$ cat config.mk
export PLATFORM = sky130hd
export DESIGN_NAME = rx_bytes_des
export DESIGN_NICKNAME = d
export VERILOG_FILES = /design/src/rtl/rx_bytes_des_pkg.sv /design/src/rtl/rx_bytes_des_serial_crc.sv /design/src/rtl/rx_bytes_des.sv
export SDC_FILE = /design/constraint.sdc
export NUM_CORES = 1
export LEC_CHECK = 0
export BUFFER_PORTS_ARGS = -buffer_cell sky130_fd_sc_hd__buf_2
export CAP_MARGIN = 10
export CORE_MARGIN = 3
export CORE_UTILIZATION = 60
export CTS_BUF_LIST = sky130_fd_sc_hd__clkbuf_4
export DETAILED_ROUTE_END_ITERATION = 16
export MAX_ROUTING_LAYER = met4
export PLACE_DENSITY = 0.86
export SLEW_MARGIN = 0
export SYNTH_ARGS = -nofsm -noshare
export SYNTH_HDL_FRONTEND = slang
export SYNTH_HIERARCHICAL = 1
export SYNTH_SLANG_ARGS = --single-unit
$ cat constraint.sdc
create_clock -name clk -period 2.8 [get_ports clk]
set_input_delay 0.14 -clock clk [delete_from_list [all_inputs] [get_ports clk]]
set_output_delay 0.14 -clock clk [all_outputs]
set_load 0.02 [all_outputs]
$ cat src/rtl/rx_bytes_des_pkg.sv
// Shared definitions for the CDBUS byte receiver: FSM encoding, header
// offsets, frame limits and the CRC-16/Modbus constants.
package rx_bytes_des_pkg;

    typedef enum logic [2:0] {
        ST_IDLE  = 3'd0,
        ST_START = 3'd1,
        ST_BITS  = 3'd2,
        ST_STOP  = 3'd3,
        ST_GAP   = 3'd4
    } rx_state_t;

    localparam logic [8:0] HDR_SRC = 9'd0;
    localparam logic [8:0] HDR_DST = 9'd1;
    localparam logic [8:0] HDR_LEN = 9'd2;

    localparam logic [7:0] MAX_DATA_LEN = 8'd253;
    localparam logic [7:0] BCAST_ADDR   = 8'hFF;

    localparam logic [15:0] CRC_INIT = 16'hFFFF;
    localparam logic [15:0] CRC_POLY = 16'hA001;

    // Index of the last byte of a frame (crc_hi): src, dst, len, data[len], crc_lo, crc_hi.
    function automatic logic [8:0] last_index(input logic [7:0] len);
        return {1'b0, len} + 9'd4;
    endfunction

endpackage

$ cat src/rtl/rx_bytes_des_serial_crc.sv
// Bit-serial CRC-16/Modbus (reflected 0xA001, init 0xFFFF); one data bit per
// data_clk strobe, LSB first. A frame with its own CRC appended leaves 0x0000.
module serial_crc
    import rx_bytes_des_pkg::*;
(
    input  logic        clk,
    input  logic        reset_n,
    input  logic        clean,
    input  logic        data_clk,
    input  logic        data_in,
    output logic [15:0] crc_out
);

    logic feedback;

    assign feedback = crc_out[0] ^ data_in;

    always_ff @(posedge clk or negedge reset_n) begin
        if (!reset_n) begin
            crc_out <= CRC_INIT;
        end else if (clean) begin
            crc_out <= CRC_INIT;
        end else if (data_clk) begin
            crc_out <= (crc_out >> 1) ^ (feedback ? CRC_POLY : 16'h0000);
        end
    end

endmodule

$ cat src/rtl/rx_bytes_des.sv
// CDBUS serial-to-byte receiver: low-speed first byte, high-speed remainder,
// RAM write-out, CRC check and tx_permit. Optional dst filter: CDBUS_RX_FILTER_EN.
//
//   state    | meaning
//   ---------+-------------------------------------------------------------
//   ST_IDLE  | bus between frames; waits for a start-bit falling edge
//   ST_START | start bit; mid-bit sample rejects glitches
//   ST_BITS  | 8 data bits, LSB first, each fed to the CRC
//   ST_STOP  | stop bit; a 1 delivers the byte
//   ST_GAP   | between bytes of a frame; times out after IDLE_HS_BITS bits
module rx_bytes_des
    import rx_bytes_des_pkg::*;
#(
    parameter int unsigned IDLE_HS_BITS = 20
) (
    input  logic        clk,
    input  logic        reset_n,
    input  logic [15:0] div_ls,
    input  logic [15:0] div_hs,
    input  logic [7:0]  idle_wait_len,
    input  logic        user_crc,
    input  logic [7:0]  filter,
    input  logic        abort,
    input  logic        rx,
    input  logic        ram_full,
    output logic [7:0]  wr_addr,
    output logic [7:0]  wr_data,
    output logic        wr_en,
    output logic        wr_done,
    output logic        crc_err,
    output logic        rx_error,
    output logic        lost,
    output logic        tx_permit
);

    localparam logic [15:0] GAP_LOAD = 16'(IDLE_HS_BITS);

    rx_state_t   state;
    logic        rx_meta;
    logic        rx_sync;
    logic        rx_prev;
    logic        rx_fall;
    logic [15:0] div_cnt;
    logic [15:0] div_cur;
    logic [15:0] div_sel;
    logic        hs_mode;
    logic        sample;
    logic        wrap;
    logic [2:0]  bit_idx;
    logic [7:0]  shift;
    logic [8:0]  byte_cnt;
    logic [7:0]  len;
    logic        drop;
    logic        skip;
    logic [15:0] gap_cnt;
    logic        pend_done;
    logic        pend_crc;
    logic        pend_lost;
    logic        is_last;
    logic        dst_reject;
    logic [15:0] crc_val;
    logic        crc_clean;
    logic        crc_strobe;
    logic [15:0] idle_div;
    logic [7:0]  idle_bits;

    always_ff @(posedge clk or negedge reset_n) begin
        if (!reset_n) begin
            rx_meta <= 1'b1;
            rx_sync <= 1'b1;
            rx_prev <= 1'b1;
        end else begin
            rx_meta <= rx;
            rx_sync <= rx_meta;
            rx_prev <= rx_sync;
        end
    end

    assign rx_fall    = rx_prev & ~rx_sync;
    assign div_sel    = hs_mode ? div_hs : div_ls;
    assign sample     = (div_cnt == (div_cur >> 1));
    assign wrap       = (div_cnt == div_cur);
    assign is_last    = (byte_cnt == last_index(len));
    assign crc_clean  = (state == ST_IDLE);
    assign crc_strobe = (state == ST_BITS) && sample;

`ifdef CDBUS_RX_FILTER_EN
    assign dst_reject = (byte_cnt == HDR_DST) && (shift != filter) && (shift != BCAST_ADDR);
`else
    logic filter_unused;
    assign filter_unused = ^filter;
    assign dst_reject    = 1'b0;
`endif

    serial_crc u_crc (
        .clk      (clk),
        .reset_n  (reset_n),
        .clean    (crc_clean),
        .data_clk (crc_strobe),
        .data_in  (rx_sync),
        .crc_out  (crc_val)
    );

    always_ff @(posedge clk or negedge reset_n) begin
        if (!reset_n) begin
            state     <= ST_IDLE;
            div_cnt   <= 16'd0;
            div_cur   <= 16'd0;
            hs_mode   <= 1'b0;
            bit_idx   <= 3'd0;
            shift     <= 8'd0;
            byte_cnt  <= 9'd0;
            len       <= 8'd0;
            drop      <= 1'b0;
            skip      <= 1'b0;
            gap_cnt   <= 16'd0;
            pend_done <= 1'b0;
            pend_crc  <= 1'b0;
            pend_lost <= 1'b0;
            wr_addr   <= 8'd0;
            wr_data   <= 8'd0;
            wr_en     <= 1'b0;
            wr_done   <= 1'b0;
            crc_err   <= 1'b0;
            rx_error  <= 1'b0;
            lost      <= 1'b0;
        end else begin
            wr_en     <= 1'b0;
            wr_done   <= 1'b0;
            crc_err   <= 1'b0;
            rx_error  <= 1'b0;
            lost      <= 1'b0;
            pend_done <= 1'b0;
            pend_crc  <= 1'b0;
            pend_lost <= 1'b0;

            if (abort) begin
                state    <= ST_IDLE;
                div_cnt  <= 16'd0;
                hs_mode  <= 1'b0;
                byte_cnt <= 9'd0;
                len      <= 8'd0;
                drop     <= 1'b0;
                skip     <= 1'b0;
            end else begin
                // End-of-frame pulses trail the final wr_en by exactly one cycle.
                wr_done <= pend_done;
                crc_err <= pend_crc;
                lost    <= pend_lost;

                if (wrap) begin
                    div_cnt <= 16'd0;
                    div_cur <= div_sel;
                end else begin
                    div_cnt <= div_cnt + 16'd1;
                end

                case (state)
                    ST_IDLE: begin
                        div_cnt  <= 16'd0;
                        hs_mode  <= 1'b0;
                        byte_cnt <= 9'd0;
                        len      <= 8'd0;
                        skip     <= 1'b0;
                        drop     <= 1'b0;
                        if (rx_fall) begin
                            state   <= ST_START;
                            div_cur <= div_ls;
                            drop    <= ram_full;
                        end
                    end
                    ST_START: begin
                        if (sample) begin
                            if (!rx_sync) begin
                                state   <= ST_BITS;
                                bit_idx <= 3'd0;
                            end else if (byte_cnt == 9'd0) begin
                                state <= ST_IDLE;
                            end else begin
                                state   <= ST_GAP;
                                div_cnt <= 16'd0;
                                gap_cnt <= GAP_LOAD;
                            end
                        end
                    end
                    ST_BITS: begin
                        if (sample) begin
                            shift   <= {rx_sync, shift[7:1]};
                            bit_idx <= bit_idx + 3'd1;
                            if (bit_idx == 3'd7) begin
                                state <= ST_STOP;
                            end
                        end
                    end
                    ST_STOP: begin
                        if (sample) begin
                            if (!rx_sync) begin
                                rx_error <= 1'b1;
                                state    <= ST_IDLE;
                            end else if (byte_cnt == HDR_LEN && shift > MAX_DATA_LEN) begin
                                rx_error <= 1'b1;
                                state    <= ST_IDLE;
                            end else begin
                                hs_mode  <= 1'b1;
                                wr_en    <= ~drop & ~skip;
                                wr_addr  <= byte_cnt[7:0];
                                wr_data  <= shift;
                                byte_cnt <= byte_cnt + 9'd1;
                                if (byte_cnt == HDR_LEN) begin
                                    len <= shift;
                                end
                                if (dst_reject) begin
                                    skip <= 1'b1;
                                end
                                if (is_last) begin
                                    state <= ST_IDLE;
                                    if (skip) begin
                                        pend_lost <= 1'b0;
                                    end else if (drop) begin
                                        pend_lost <= 1'b1;
                                    end else if (crc_val == 16'h0000 || user_crc) begin
                                        pend_done <= 1'b1;
                                    end else begin
                                        pend_crc <= 1'b1;
                                    end
                                end else begin
                                    state   <= ST_GAP;
                                    div_cnt <= 16'd0;
                                    div_cur <= div_hs;
                                    gap_cnt <= GAP_LOAD;
                                end
                            end
                        end
                    end
                    ST_GAP: begin
                        if (rx_fall) begin
                            state   <= ST_START;
                            div_cnt <= 16'd0;
                            div_cur <= div_hs;
                        end else if (wrap) begin
                            if (gap_cnt <= 16'd1) begin
                                rx_error <= 1'b1;
                                state    <= ST_IDLE;
                            end else begin
                                gap_cnt <= gap_cnt - 16'd1;
                            end
                        end
                    end
                    default: state <= ST_IDLE;
                endcase
            end
        end
    end

    // rx_meta is used for the clear so tx_permit drops two cycles after rx falls.
    always_ff @(posedge clk or negedge reset_n) begin
        if (!reset_n) begin
            idle_div  <= 16'd0;
            idle_bits <= 8'd0;
            tx_permit <= 1'b0;
        end else if (state != ST_IDLE || !rx_meta || !rx_sync) begin
            idle_div  <= 16'd0;
            idle_bits <= 8'd0;
            tx_permit <= 1'b0;
        end else if (idle_bits >= idle_wait_len) begin
            tx_permit <= 1'b1;
        end else if (idle_div == div_ls) begin
            idle_div  <= 16'd0;
            idle_bits <= idle_bits + 8'd1;
        end else begin
            idle_div <= idle_div + 16'd1;
        end
    end

endmodule
==> impl_metrics.ini, run 1 <==
[run_status]
status = finished with violations
violations = negative setup slack

[placed_design]
gp_congestion = 0.9017
hpwl_um = 14070
portBuffers = 67
placedCellCount = 1141

[grt]
grt_max_degree = 71
grt_overflow = 0
grt_pass1_wl_um = 35020
grt_pass1_vias = 7251
grtUsageTotal_pct = 27.28
antenna_found_initial = 0

[clocking]
cts_buffers = 17
insertion_delay_ns = 0.58
cts_buffer_depth = 2
cts_tree = yes
h-tree-depth = 4
clk_pin_slew_ns = 0.14
clockRootBuffer = clkbuf_4
clock-sinks = 149

[worst_setup_path]
crit_required_ns = 3.26
critical_path.startpoint_type = flop
rr_endpoint = gap_cnt[14]
reg2reg_from = div_cur[9]
reg2reg_slack_ns = -0.1
reg2reg_depth = 10
cp-end-kind = flop
crit_fanout = 7
critPathKind = reg -> reg
arrival_ns = 3.36

[routing]
dr.pass1.iters = 7
drc = 0
drt-initial-drc-count = 784
drt-total-wl_um = 22190
wl_per_cell_um = 18.33
ant_nets = 0
vias = 7750
via_per_inst = 6.400

[logic_synthesis]
synth_cell_types = 69
yosys_register_bits = 149
synth_edf_count = 0
synth-seq-area-share_pct = 42.94
avgSynthCellArea_um2 = 9.656
yosys_warnings = 6
syn_inst = 905
synth_flop_cell = dfrtp_1
synth_area_um2 = 8738
synth_top_area_share_pct = 37.23
synth_area_leaders = dfrtp_1, xor2_1, dfstp_2, mux2_2, nor2_1
async_flop_share_pct = 100.0
synth_top_area_cell = dfrtp_1
syn_nets = 978

[layout]
area_delta_synth_final_pct = 17.91
fin_cells = 1211
drive_gt1_share_pct = 25.73
mostFrequentLayoutCell = dfrtp_1
final_cell_mix = dfrtp_1, nor2_1, xor2_1, buf_2, nand2_1
final_util_pct = 73.38
final_nets = 1091

[power_and_ir_drop]
power.density_nw_per_um2 = 422.5
power_leakage_nw = 4.479
peakVddDrop_v = 0.0004779

[timing]
clock.fmax_ghz = 0.3451
tightestPinTransition_ns = 1.073
fin_crit_sh_pct = 103.5
fin_setup_tns_ns = -0.7845
post-route-min-period_ns = 2.898
slew_violations = 0
slew_headroom_pct = 28.46
fin_skew_ns = 0.03240
timing.final.hold_violations = 0
rsz0062_at_grt = true
whs_ns = 0.08199
fin_ws_ns = -0.09780
setup_viol = 13

[job]
maxCapViolations = 0

[floorplanning]
die-area_um2 = 16050
pin_count = 76
coreArea_um2 = 14040
die_width_um = 126.7
die_y_um = 126.7
start_util_pct = 62.23
num_rows = 43

[hold_path]
hp-start = div_ls[10]
min_path_cells = 4
hold_class = in -> reg
holdPathEnd = div_cur[10]
[worst max-delay path: stages (launching register included)]
cell and delay [ns]:
dfrtp_2 0.45, xor2_1 0.18, nor4_2 0.37, nand4_1 0.24, nor4_4 0.36, o32ai_2 0.15
a2111o_1 0.54, buf_6 0.19, clkbuf_16 0.16, nand2b_4 0.07, o41ai_2 0.08
[per-stage QoR]
step / power, mW / setup slack [ns] / cell area [um2]
CTS: 4.284 / 0.01708 / 9910
finish: 4.353 / -0.09780 / 10300
floorplan: 2.694 / 0.2426 / 8738
global placement: 2.906 / 0.05422 / 9407
detailed placement: 2.930 / 0.003604 / 9407
global route: 4.538 / -0.2023 / 10300
[cell type report]
| class | count | area [um2] |
|---|---|---|
| Antenna cell | 1 | 2.502 |
| Clock buffer | 20 | 150.1 |
| Clock inverter | 11 | 126.4 |
| Fill cell | 905 | 3739 |
| Inverter | 21 | 78.83 |
| Multi-Input combinational cell | 685 | 4885 |
| Sequential cell | 149 | 3757 |
| Tap cell | 180 | 225.2 |
| Timing Repair Buffer | 144 | 1079 |
[state kept, by name (all words and copies together) (netlist names), 3 cells and up]
name / flops
state: 3
wr_data: 8
shift: 8
gap_cnt: 16
u_crc/crc_out: 16
wr_addr: 8
div_cur: 16
bit_idx: 3
div_cnt: 16
byte_cnt: 9
idle_bits: 8
len: 8
idle_div: 16
[kinds of logic (layout without fill, tap and decap cells)]
family          after synthesis  after routing  share of synthesized area (%)
simple gates                320            322                          19.36
compound gates              197            197                          14.95
flops                       149            149                          42.94
xor+xnor                     86             86                          8.620
buf+inv                      73            196                          3.866
mux                          61             61                          7.546
fa+ha+maj                    19             19                          2.721
other cells                   0              1                              0
[where the power goes]
part           switching, mW  internal (mW)  total, mW
Sequential            0.0902           2.22       2.31
Combinational          0.404          0.282      0.686
Clock                  0.800          0.558       1.36
[per-layer routing]
layer | global-route usage (%) | part of all wire [%]
met1 | 35.07 | 40
met2 | 42.50 | 49
met3 | 5.811 | 7.4
met4 | 10.79 | 3.8
met5 | - | 0
[synth_stat cells, drive strengths merged (11+ instances only)]
master and n:
nand3 33, dfstp 19, mux2i 22, o22ai 32, xor2 70, o21ai 47
nand2 58, nor2b 27, nor4 27, nor2 82, buf 20, xnor2 16
ha 19, mux2 39, and2 18, nand4 11, nand2b 18, a211o 15
dfrtp 130, a221oi 16, a21oi 35, clkbuf 32, inv 21
[repair_timing]
action / in CTS / in global routing
hold endpoints to repair: 92 / 0
setup endpoints to repair: 3 / 39
gates cloned: 0 / 5
setup buffers: 0 / 11
pin swaps: 0 / 10
gates resized for setup: 1 / 44
hold buffers: 22 / 0
[how the worst max path moves through the flow]
stage	start	end	slack, ns	cells past startpoint
after global placement	div_cnt[12]	div_cnt[15]	0.05	9
final	div_cur[9]	gap_cnt[14]	-0.1	10
after detailed placement	div_cur[4]	gap_cnt[15]	0.004	9
after floorplan	len[2]	div_cur[10]	0.24	10
after CTS	len[3]	gap_cnt[8]	0.02	10
after global routing	div_cur[12]	gap_cnt[11]	-0.20	11
No activity file was read; power rests on OpenSTA's default activity.
==> run 2: changes to the inputs <==
- TNS_END_PERCENT: default -> 10
==> run 2 against run 1 <==
- the run now ends clean
- flip-flop and latch count is the same
- critical path type unchanged
- sequential power is essentially flat
- largest power group unchanged
- die area is the same
- cell area shrank 3.5%
==> impl_metrics.ini, run 2 (synthesized netlist as in run 1, its figures left out) <==
[run_status]
status = completed

[layout]
drive_gt1_share_pct = 21.79
final_nets = 1075
area_delta_synth_final_pct = 13.73
final_cell_mix = dfrtp_1, nor2_1, xor2_1, buf_2, nand2_1
nFillCells = 999
mostFrequentLayoutCell = dfrtp_1
fin_area_um2 = 9938

[power_and_ir_drop]
power_mw = 4.281
peakVddDrop_v = 0.0004763
power.density_nw_per_um2 = 430.8
power_leakage_nw = 4.315

[worst_setup_path]
critical-path-top-cell-by-count = nor4_2
critPathKind = reg -> reg
max_stage_delay_ns = 0.46
reg2reg_from = div_cur[9]
reg2reg_slack_ns = 0.02
cp_top_family = simple AND/OR/NAND/NOR gates
crit_buf_inv = 1
reg2reg_depth = 9
cp-end-kind = flop
arrival_ns = 3.20
crit_start = div_cur[9]
crit_path_end = gap_cnt[5]
crit_fanout = 29
cp.depth = 9
cp_slowest_cell = dfrtp_1
rr_endpoint = gap_cnt[5]
crit_required_ns = 3.22
worstPathCellList = xor2_1 > nor4_2 > nand4_1 > nor4_2 > o32ai_1 > a2111o_1 > buf_12 > o311ai_0 > o41ai_1
critical_path.startpoint_type = flop

[routing]
via_per_inst = 6.263
dr.pass1.iters = 6
ant_nets = 0
wl_per_cell_um = 17.33
vias = 7484
drt-initial-drc-count = 662
drt-total-wl_um = 20700
drc = 0

[placed_design]
place_ws_ns = 0.003604
gp_congestion = 0.9017
portBuffers = 67
hpwl_um = 14070
place_area_um2 = 9407

[timing]
timing.final.hold_violations = 0
fin_crit_sh_pct = 99.41
rsz0062_at_grt = true
fin_skew_ns = 0.02751
setup_viol = 0
slew_violations = 0
fin_ws_ns = 0.01649
whs_ns = 0.08484
slew_headroom_pct = 30.56
tightestPinTransition_ns = 1.037
clock.fmax_ghz = 0.3593
post-route-min-period_ns = 2.784

[grt]
grt_overflow = 0
grt_max_degree = 71
antenna_found_initial = 0
grt_pass1_vias = 7251
grtUsageTotal_pct = 27.28
grt_pass1_wl_um = 35020

[floorplanning]
die-area_um2 = 16050
num_rows = 43
coreArea_um2 = 14040
die_y_um = 126.7
start_util_pct = 62.23
die_width_um = 126.7
pin_count = 76

[clocking]
h-tree-depth = 4
clk_pin_slew_ns = 0.13
cts_buffer_depth = 2
insertion_delay_ns = 0.57
cts_setup_buffers = 0
cts_tree = yes
clockRootBuffer = clkbuf_4
clock-sinks = 149
cts_buffers = 17

[job]
maxCapViolations = 0

[hold_path]
hold_class = in -> reg
==> run 2: cell types whose count changed in the layout (fill, tap and decap cells not counted), moves of 3 or more <==
cell and delta:
a221oi_1 +4, a221oi_2 -4, buf_4 -8, buf_6 -3, dfrtp_1 +4, dfrtp_2 -4
nand2_1 +3, nand2_2 -3, nand2b_1 +3, nand2b_4 -3, o41ai_1 +4, o41ai_2 -4
==> run 2: worst min-delay path by stage <==
stage	to	slack (ns)	cells past startpoint	startpoint
final	div_cur[10]	0.08	4	div_ls[10]
after global routing	div_cur[6]	0.08	4	div_ls[6]
after CTS	div_cur[10]	0.04	4	div_ls[10]
after detailed placement	crc_err	0.20	1	reset_n
after global placement	lost	0.20	1	reset_n
after floorplan	bit_idx[0]	-0.16	0	reset_n
==> run 2: worst register-to-register path: stages (launching register included) <==
cell and delay [ns]:
dfrtp_1 0.46, xor2_1 0.20, nor4_2 0.37, nand4_1 0.19
nor4_2 0.39, o32ai_1 0.16, a2111o_1 0.44, buf_12 0.18
o311ai_0 0.11, o41ai_1 0.14
==> run 2: where the power goes <==
| group | internal [mW] | total (mW) | switching [mW] | leakage (nW) |
|---|---|---|---|---|
| logic | 0.261 | 0.638 | 0.377 | 2.25 |
| registers | 2.22 | 2.31 | 0.0893 | 1.92 |
| clock network | 0.558 | 1.34 | 0.778 | 0.142 |
==> run 2: per-stage QoR <==
step                TNS (ns)  utilization, %  instances
global route          -1.290           70.76       1194
detailed placement         0           66.99       1141
finish                     0           70.77       1195
CTS                        0           70.57       1194
floorplan                  0               -        905
global placement           0           66.99       1141
==> run 2: repair_timing <==
action | in CTS | in global routing
hold endpoints to repair | 92 | 0
hold buffers | 22 | 0
pin swaps | 0 | 4
setup endpoints to repair | 3 | 39
resized for setup | 1 | 5
==> run 2: area by class of cell <==
type	instances	area [um2]	area share [%]
multi-input cells	683	4683	47.12
flip-flops and latches	149	3752	37.76
repair buffers	130	919.6	9.253
well taps	180	225.2	2.266
clock buffers	20	150.1	1.511
clock inverters	11	126.4	1.272
inverters	21	78.83	0.7932
diodes	1	2.502	0.02518
==> run 2: layer usage <==
metal  GRT usage (%)  wire length, um  vias up
met5               -                0        -
met4           10.79              737        0
met3           5.811             1296       98
met2           42.50            10030      321
met1           35.07             8644     3587
li1                -                -     3478
